==> config.mk <==
export PLATFORM = sky130hd
export DESIGN_NAME = int_to_fp_converter
export DESIGN_NICKNAME = d
export VERILOG_FILES = /design/src/rtl/fp_pkg.sv /design/src/rtl/fp_rne_round.sv /design/src/rtl/int_to_fp_converter.sv
export SDC_FILE = /design/constraint.sdc
export NUM_CORES = 1
export LEC_CHECK = 0
export ABC_AREA = 1
export ABC_CLOCK_PERIOD_IN_PS = 4150
export CAP_MARGIN = 20
export CORE_AREA = 2 2 101 152
export CTS_BUF_LIST = sky130_fd_sc_hd__clkbuf_4
export CTS_CLUSTER_DIAMETER = 30
export CTS_CLUSTER_SIZE = 40
export DETAILED_ROUTE_END_ITERATION = 10
export DIE_AREA = 0 0 103 154
export GPL_TIMING_DRIVEN = 1
export PLACE_DENSITY_LB_ADDON = 0.15
export SETUP_SLACK_MARGIN = 0.15
export SLEW_MARGIN = 20
export SYNTH_ARGS = -nofsm -noshare
export SYNTH_HDL_FRONTEND = slang
export SYNTH_SLANG_ARGS = --single-unit
==> constraint.sdc <==
create_clock -name clk -period 4.15 [get_ports clk]
set_input_delay 0.83 -clock clk [delete_from_list [all_inputs] [get_ports clk]]
set_output_delay 0.83 -clock clk [all_outputs]
set_load 0.02 [all_outputs]
==> src/rtl/fp_pkg.sv <==
// Shared FP32 definitions for the integer-to-float converter and the FP adder/subtractor.
// Holds field widths, exponent constants, canonical zeros and the converter state encoding.
package fp_pkg;

    localparam int EXP_W   = 8;
    localparam int MANT_W  = 23;
    localparam int FP_BIAS = 127;

    // Biased exponent of a 32-bit integer whose MSB sits in bit 31.
    localparam logic [EXP_W-1:0] INT_EXP_TOP = EXP_W'(FP_BIAS + 31);

    localparam logic [31:0] FP_POS_ZERO = 32'h0000_0000;
    localparam logic [31:0] FP_NEG_ZERO = 32'h8000_0000;

    typedef enum logic [1:0] {
        IDLE  = 2'd0,
        NORM  = 2'd1,
        ROUND = 2'd2,
        DONE  = 2'd3
    } conv_state_t;

endpackage

==> src/rtl/fp_rne_round.sv <==
// Combinational round-to-nearest-even on a normalised mantissa with guard and sticky bits.
// A mantissa carry-out renormalises by bumping the exponent and clearing the mantissa.
module fp_rne_round
    import fp_pkg::*;
(
    input  logic [MANT_W-1:0] mant,
    input  logic [EXP_W-1:0]  exp,
    input  logic              guard,
    input  logic              sticky,
    output logic [MANT_W-1:0] mant_rnd,
    output logic [EXP_W-1:0]  exp_rnd,
    output logic              inexact
);

    logic              round_up;
    logic [MANT_W:0]   mant_inc;

    assign round_up = guard & (sticky | mant[0]);
    assign mant_inc = {1'b0, mant} + {{MANT_W{1'b0}}, 1'b1};
    assign inexact  = guard | sticky;

    // NOTE: every output gets a default first, so no path through this block can infer a latch.
    always_comb begin
        mant_rnd = mant;
        exp_rnd  = exp;
        if (round_up) begin
            mant_rnd = mant_inc[MANT_W-1:0];
            if (mant_inc[MANT_W]) begin
                exp_rnd = exp + EXP_W'(1);
            end
        end
    end

endmodule

==> src/rtl/int_to_fp_converter.sv <==
// Multi-cycle 32-bit integer to FP32 converter: one-bit-per-cycle normalisation, then RNE rounding.
// Valid/ready on both sides with a single conversion in flight.
module int_to_fp_converter
    import fp_pkg::*;
#(
    parameter bit SIGNED_IN = 1'b1
) (
    input  logic        clk,
    input  logic        rst_n,
    input  logic        in_valid,
    output logic        in_ready,
    input  logic [31:0] in_data,
    output logic        out_valid,
    input  logic        out_ready,
    output logic [31:0] out_data,
    output logic        out_inexact,
    output logic        out_zero
);

    conv_state_t       state, state_next;
    logic              sign;
    logic [31:0]       mag;
    logic [EXP_W-1:0]  exp;

    logic              sign_in;
    logic [31:0]       mag_in;
    logic [MANT_W-1:0] rnd_mant;
    logic [EXP_W-1:0]  rnd_exp;
    logic              rnd_inexact;

    // Two's-complement negation maps 0x80000000 onto itself, which is the correct magnitude.
    assign sign_in = SIGNED_IN & in_data[31];
    assign mag_in  = sign_in ? (~in_data + 32'd1) : in_data;

    assign in_ready  = rst_n && (state == IDLE);
    assign out_valid = (state == DONE);

    fp_rne_round u_round (
        .mant     (mag[30:8]),
        .exp      (exp),
        .guard    (mag[7]),
        .sticky   (|mag[6:0]),
        .mant_rnd (rnd_mant),
        .exp_rnd  (rnd_exp),
        .inexact  (rnd_inexact)
    );

    always_comb begin
        state_next = state;
        case (state)
            IDLE:    if (in_valid) state_next = (mag_in == 32'd0) ? DONE : NORM;
            NORM:    if (mag[31]) state_next = ROUND;
            ROUND:   state_next = DONE;
            DONE:    if (out_ready) state_next = IDLE;
            default: state_next = IDLE;
        endcase
    end

    // NOTE: sequential state uses non-blocking assignments so every register samples pre-edge values.
    always_ff @(posedge clk or negedge rst_n) begin
        if (!rst_n) begin
            state <= IDLE;
        end else begin
            state <= state_next;
        end
    end

    always_ff @(posedge clk or negedge rst_n) begin
        if (!rst_n) begin
            sign        <= 1'b0;
            mag         <= '0;
            exp         <= '0;
            out_data    <= '0;
            out_inexact <= 1'b0;
            out_zero    <= 1'b0;
        end else begin
            case (state)
                IDLE: begin
                    if (in_valid) begin
                        sign <= sign_in;
                        mag  <= mag_in;
                        exp  <= INT_EXP_TOP;
                        if (mag_in == 32'd0) begin
                            out_data    <= FP_POS_ZERO;
                            out_inexact <= 1'b0;
                            out_zero    <= 1'b1;
                        end
                    end
                end
                NORM: begin
                    if (!mag[31]) begin
                        mag <= mag << 1;
                        exp <= exp - EXP_W'(1);
                    end
                end
                ROUND: begin
                    out_data    <= {sign, rnd_exp, rnd_mant};
                    out_inexact <= rnd_inexact;
                    out_zero    <= 1'b0;
                end
                default: ;
            endcase
        end
    end

endmodule

== After elaboration in Yosys (flattened, before gate mapping) ==
Index checks and enable logic that the tools add are counted.

* Flip-flop bits (word level): 77

* Equality and inequality tests: 8
* Bitwise logic cells: 4
* Add/subtract/negate cells: 4
* Reduce and logical (&&, ||, !) cells: 11
* Muxes and demuxes: 24

{| class="wikitable"
|+ Operators with widths
! operator !! count
|-
| $mux W32 || 5
|-
| $pmux W32 S2 || 2
|-
| $add A32 B1 Y32 const B || 1
|-
| $logic_not A32 Y1 || 1
|-
| $mux W8 || 4
|-
| $not A32 Y32 || 1
|-
| $add A23 B1 Y24 const B || 1
|-
| $mux W23 || 1
|-
| $pmux W8 S2 || 1
|-
| $reduce_and A3 Y1 || 3
|-
| $add A8 B1 Y8 const B || 1
|-
| $mux W2 || 4
|-
| $pmux W2 S4 || 1
|-
| $sub A8 B1 Y8 const B || 1
|-
| $reduce_or A7 Y1 || 1
|-
| $ne A2 B2 Y1 const B || 3
|-
| $eq A2 B2 Y1 const B || 2
|-
| $mux W1 || 4
|-
| $ne A2 B1 Y1 const B || 2
|-
| $pmux W1 S2 || 2
|-
| $reduce_and A2 Y1 || 2
|-
| $reduce_bool A2 Y1 || 2
|-
| $eq A2 B1 Y1 const B || 1
|-
| $logic_not A2 Y1 || 1
|-
| 3 further kinds || 4
|}

== Logic depth before layout (Yosys ltp) ==
* Depth in word-level cells: 7
* Depth in mapped cells: 18
* Gate-level depth less buffers: 17

== Cells and area by module ==
From an unflattened synthesis, not the netlist that was laid out.

* Cells, all modules: 908
* Area total of the unflattened synthesis: 5754.3 µm²

{| class="wikitable"
|+ Modules (own cells, without submodules)
! module !! times used !! cells each !! area each (µm²) !! sequential area each (µm²)
|-
| int_to_fp_converter || 1 || 733 || 4864.7 || 1926.8
|-
| fp_rne_round || 1 || 175 || 889.6 || 0.0
|}

== Worst setup path after synthesis ==
OpenSTA, ideal clock, no wires.

* Kind: input -> register
* Start: input port in_data[0]
* End: register out_zero
* Library setup time: 0.117 ns
* Path buffers: 1
* Slack: 1.624 ns
* Stages on the path: 16
* Required time: 4.033 ns
* Arrival time: 2.409 ns
* Cells stage by stage: inv_2 -> ha_1 -> nand2_2 -> nor2_2 -> nand2_2 -> nand2_4 -> nand2_1 -> nand2_1 -> nand2_1 -> nor2_1 -> nand2_1 -> nor2_2 -> nand4_4 -> buf_2 -> nand3_1 -> nand2_1

* Cells in the longest elaborated chain, start to end: 6

{| class="wikitable"
|+ RTL lines
! element !! RTL line !! source
|-
| start, declared || int_to_fp_converter.sv:12 || <nowiki>input logic [31:0] in_data,</nowiki>
|-
| $not A32 Y32 || int_to_fp_converter.sv:33 || <nowiki>assign mag_in = sign_in ? (~in_data + 32'd1) : in_data;</nowiki>
|-
| $add A32 B1 Y32 || int_to_fp_converter.sv:33 ||
|-
| $mux W32 * || int_to_fp_converter.sv:33 ||
|-
| $logic_not A32 Y1 * || int_to_fp_converter.sv:83 || <nowiki>if (mag_in == 32'd0) begin</nowiki>
|-
| $ne A2 B1 Y1 (no source line) * || -- ||
|-
| $reduce_and A3 Y1 (no source line) * || -- ||
|-
| end signal, assigned || int_to_fp_converter.sv:75 || <nowiki>out_zero <= 1'b0;</nowiki>
|-
| end signal, assigned || int_to_fp_converter.sv:86 || <nowiki>out_zero <= 1'b1;</nowiki>
|-
| end signal, assigned || int_to_fp_converter.sv:99 || <nowiki>out_zero <= 1'b0;</nowiki>
|-
| end, declared || int_to_fp_converter.sv:17 || <nowiki>output logic out_zero</nowiki>
|}

Mark *: on every way between the ends. The rest lies on a longest branch, timed or not.
A chain may end at the register's enable or synchronous reset.

== Final worst setup path ==
* Start: input port in_data[14]
* End: register out_data[2]

* Cells in the longest elaborated chain, start to end: 6

{| class="wikitable"
|+ RTL lines
! element !! RTL line !! source
|-
| $not A32 Y32 || int_to_fp_converter.sv:33 ||
|-
| $add A32 B1 Y32 || int_to_fp_converter.sv:33 ||
|-
| $mux W32 * || int_to_fp_converter.sv:33 ||
|-
| $logic_not A32 Y1 * || int_to_fp_converter.sv:83 ||
|-
| $ne A2 B1 Y1 (no source line) * || -- ||
|-
| $reduce_and A3 Y1 (no source line) * || -- ||
|-
| end signal, assigned || int_to_fp_converter.sv:97 || <nowiki>out_data <= {sign, rnd_exp, rnd_mant};</nowiki>
|-
| end, declared || int_to_fp_converter.sv:15 || <nowiki>output logic [31:0] out_data,</nowiki>
|}

Marked as above.

==> impl_metrics.tcl <==
set metrics [dict create \
    status "finished clean" \
    top_layer "met4" \
    viasPerCell 5.026 \
    r2r_slack_ns 1.73 \
    finClkSkew_ns 0.02795 \
    hold_buffers 0 \
    r2r_end "out_data[2]$_DFFE_PN0P_" \
    final-setup-viol-count 0 \
    slowest_stage "clkdlybuf4s50_1" \
    overflow 0 \
    gp_congestion 0.9287 \
    worst_slack_ns 1.191 \
    netlist_instances 884 \
    ios 72 \
    max_slew_margin_pct 50.20 \
    synth_cell_types 39 \
    leakagePower_nw 3.140 \
    avgRoutedWirePerCell_microns 13.96 \
    cts-buffers-inserted 9 \
    wl_met1_mm 7.104 \
    synth_top_area_share_pct 33.78 \
    finalCritPeriodShare_pct 71.30 \
    drc 0 \
    cts_num_sinks 77 \
    cellPowerDensity_nw_per_um2 596.2 \
    yosysSeqAreaShare_pct 33.78 \
    arrival_ns 3.34 \
    gr-usage-all-layers_pct 21.36 \
    cts_resized 0 \
    dr_total_vias 5714 \
    min_path_type "in2async" \
    first_pass_iters 5 \
    start_util_pct 39.45 \
    worst_pin_slew_ns 0.7462 \
    drv_cap 0 \
    grt_pass1_vias 5553 \
    antenna_left 0 \
    reg2reg_from "state[0]$_DFFE_PN0P_" \
    cts_setup_buffers 0 \
    ir_drop_uv 214.2 \
    clkLatencyLatePin_ns 0.46 \
    critical_path_class "in2reg" \
    layout_common_cells "nand2_1 (293), nor2_1 (106), dfrtp_1 (77)" \
    end_kind "register" \
    crit_path_frequent_cell "nand2_1" \
    fmax_mhz 338.0 \
    cts_tree "done" \
    hpwl_mm 12.15 \
    period_needed_ns 2.959 \
    synth-seq-cells 77 \
    yosys-top-cells-area "dfrtp_1 (34%), nand2_1 (19%), nor2_1 (7.0%)" \
    fin_setup_tns_ns 0 \
    grt_max_degree 78 \
    clk_pin_slew_ns 0.15 \
    fp.coreArea_sq_um 14460 \
    synth_area_sq_um 5704 \
    area_delta_synth_final_pct 17.83 \
    start_kind "input port" \
    ys_warn_count 0 \
    power.total_mw 4.007 \
    die-area_sq_um 15860 \
    synth_area_leader_cell "dfrtp_1" \
    worstPathCellList "clkdlybuf4s50_1 -> nor2_1 -> nand2_1 -> nor2_1 -> nand2_1 -> nand3b_1 -> nand2_1 -> nor2_1 -> nand2_1 -> nor2_2 -> nand4_4 -> nand2_4 -> nand2_1 -> nand2_1" \
    post-place-ws_ns 0.6979 \
    final_common_cell "nand2_1" \
    met3RoutedLength_microns 403 \
    path_max_fanout 34 \
    synth_area_per_cell_sq_um 6.453 \
    die_height_microns 154 \
    grt_antenna_before_repair 1 \
    dieWidth_microns 103 \
    htree_levels 3 \
    drive_gt1_share_pct 5.745 \
    critPathMaxStageDelay_ns 0.52 \
    drv_slew 0 \
    met2WireLength_mm 7.941 \
    cp-endpoint "out_data[2]$_DFFE_PN0P_" \
    routed_wirelength_mm 15.87 \
    clockBufferDepth 2 \
    portBuffers 71 \
    final_hold_viol_count 0 \
    rows 54 \
    crit_required_ns 4.53 \
    syn-num-nets 928 \
    nets 979 \
    drtIter0Drc 278 \
    r2r_cells 16 \
    crit_start "in_data[14]" \
    grt_pass1_wl_mm 27.13 \
    root_buffer "clkbuf_4" \
    rsz0062_at_grt "no" \
]
[per-layer routing]
layer,up-vias,GRT usage (%)
li1,2982,-
met1,2595,27.00
met2,111,36.77
met3,26,2.636
met4,0,7.581
met5,-,0
[per-stage QoR]
| stage | hold slack [ns] | area (sq um) | instances | util, % |
|---|---|---|---|---|
| after floorplan | 0.4534 | 5704 | 884 | - |
| after global placement | 0.4676 | 6541 | 1119 | 45.24 |
| after detailed placement | 0.4834 | 6541 | 1119 | 45.24 |
| after CTS | 0.5161 | 6699 | 1135 | 46.33 |
| after global routing | 0.4312 | 6721 | 1137 | 46.49 |
| final | 0.4008 | 6721 | 1137 | 46.49 |
[cell usage after synthesis]
| library cell | instances |
|---|---|
| and3_1 | 1 |
| nor4_1 | 2 |
| buf_6 | 3 |
| or2_2 | 1 |
| nand3_1 | 69 |
| nand3_2 | 1 |
| nor3_1 | 19 |
| mux2_2 | 2 |
| nor2_4 | 1 |
| nand2_1 | 293 |
| xnor2_1 | 11 |
| nand4_4 | 1 |
| o21ai_0 | 36 |
| nand3b_1 | 8 |
| clkbuf_1 | 26 |
| nor2_1 | 107 |
| mux2i_1 | 1 |
| inv_2 | 5 |
| mux2_1 | 1 |
| ha_1 | 8 |
| buf_1 | 1 |
| a31oi_1 | 1 |
| a22oi_1 | 19 |
| a32oi_1 | 1 |
| inv_1 | 64 |
| o21ai_1 | 5 |
| nand4_1 | 16 |
| o211ai_1 | 1 |
| nand2_2 | 3 |
| buf_2 | 11 |
| o21a_1 | 1 |
| dfrtp_1 | 77 |
| nand2_4 | 2 |
| xor2_1 | 11 |
| a21oi_1 | 57 |
| clkinv_1 | 1 |
| and2_1 | 2 |
| nor2_2 | 9 |
| a211oi_1 | 6 |
[where the power goes]
part,internal [mW],switching [mW]
logic,0.796,1.32
registers,1.06,0.320
clock network,0.241,0.277
total,2.09,1.91
[how the worst min path moves through the flow]
stage,to,depth (start not counted)
2_1_floorplan,sign$_DFFE_PN0P_,2
3_3_place_gp,sign$_DFFE_PN0P_,2
3_5_place_dp,sign$_DFFE_PN0P_,2
4_1_cts,sign$_DFFE_PN0P_,2
5_1_grt,mag[1]$_DFFE_PN0P_,2
6_report,mag[0]$_DFFE_PN0P_,2
[critical path, delay by kind of cell]
family                 cells  cell delay, ns
AND/OR/NAND/NOR           13            1.99
buffers and inverters      1            0.52
[sequential cells by signal, indices dropped and copies added, names as in the netlist]
signal and cells:
exp 8, mag 32, out_data 32, out_inexact 1, out_zero 1, sign 1
state 2
[cells by family after synthesis]
kind of cell	after synthesis	share of synthesized area (%)
AO/OA/AOI/OAI	127	12.42
XOR/XNOR	22	3.378
adder cells (fa/ha/maj)	8	1.755
buffers and inverters	111	7.940
flip-flops	77	33.78
multiplexers	4	0.7677
AND/OR/NAND/NOR	535	39.96
[layout make-up]
class / count / area [sq um]
repair buffers: 81 / 795.8
diodes: 1 / 2.502
fillers: 1570 / 7737
well taps: 196 / 245.2
flip-flops and latches: 77 / 1927
multi-input cells: 696 / 3331
clock inverters: 7 / 90.09
inverters: 70 / 262.8
clock buffers: 9 / 67.56
Power figures use the tool's default switching activity.
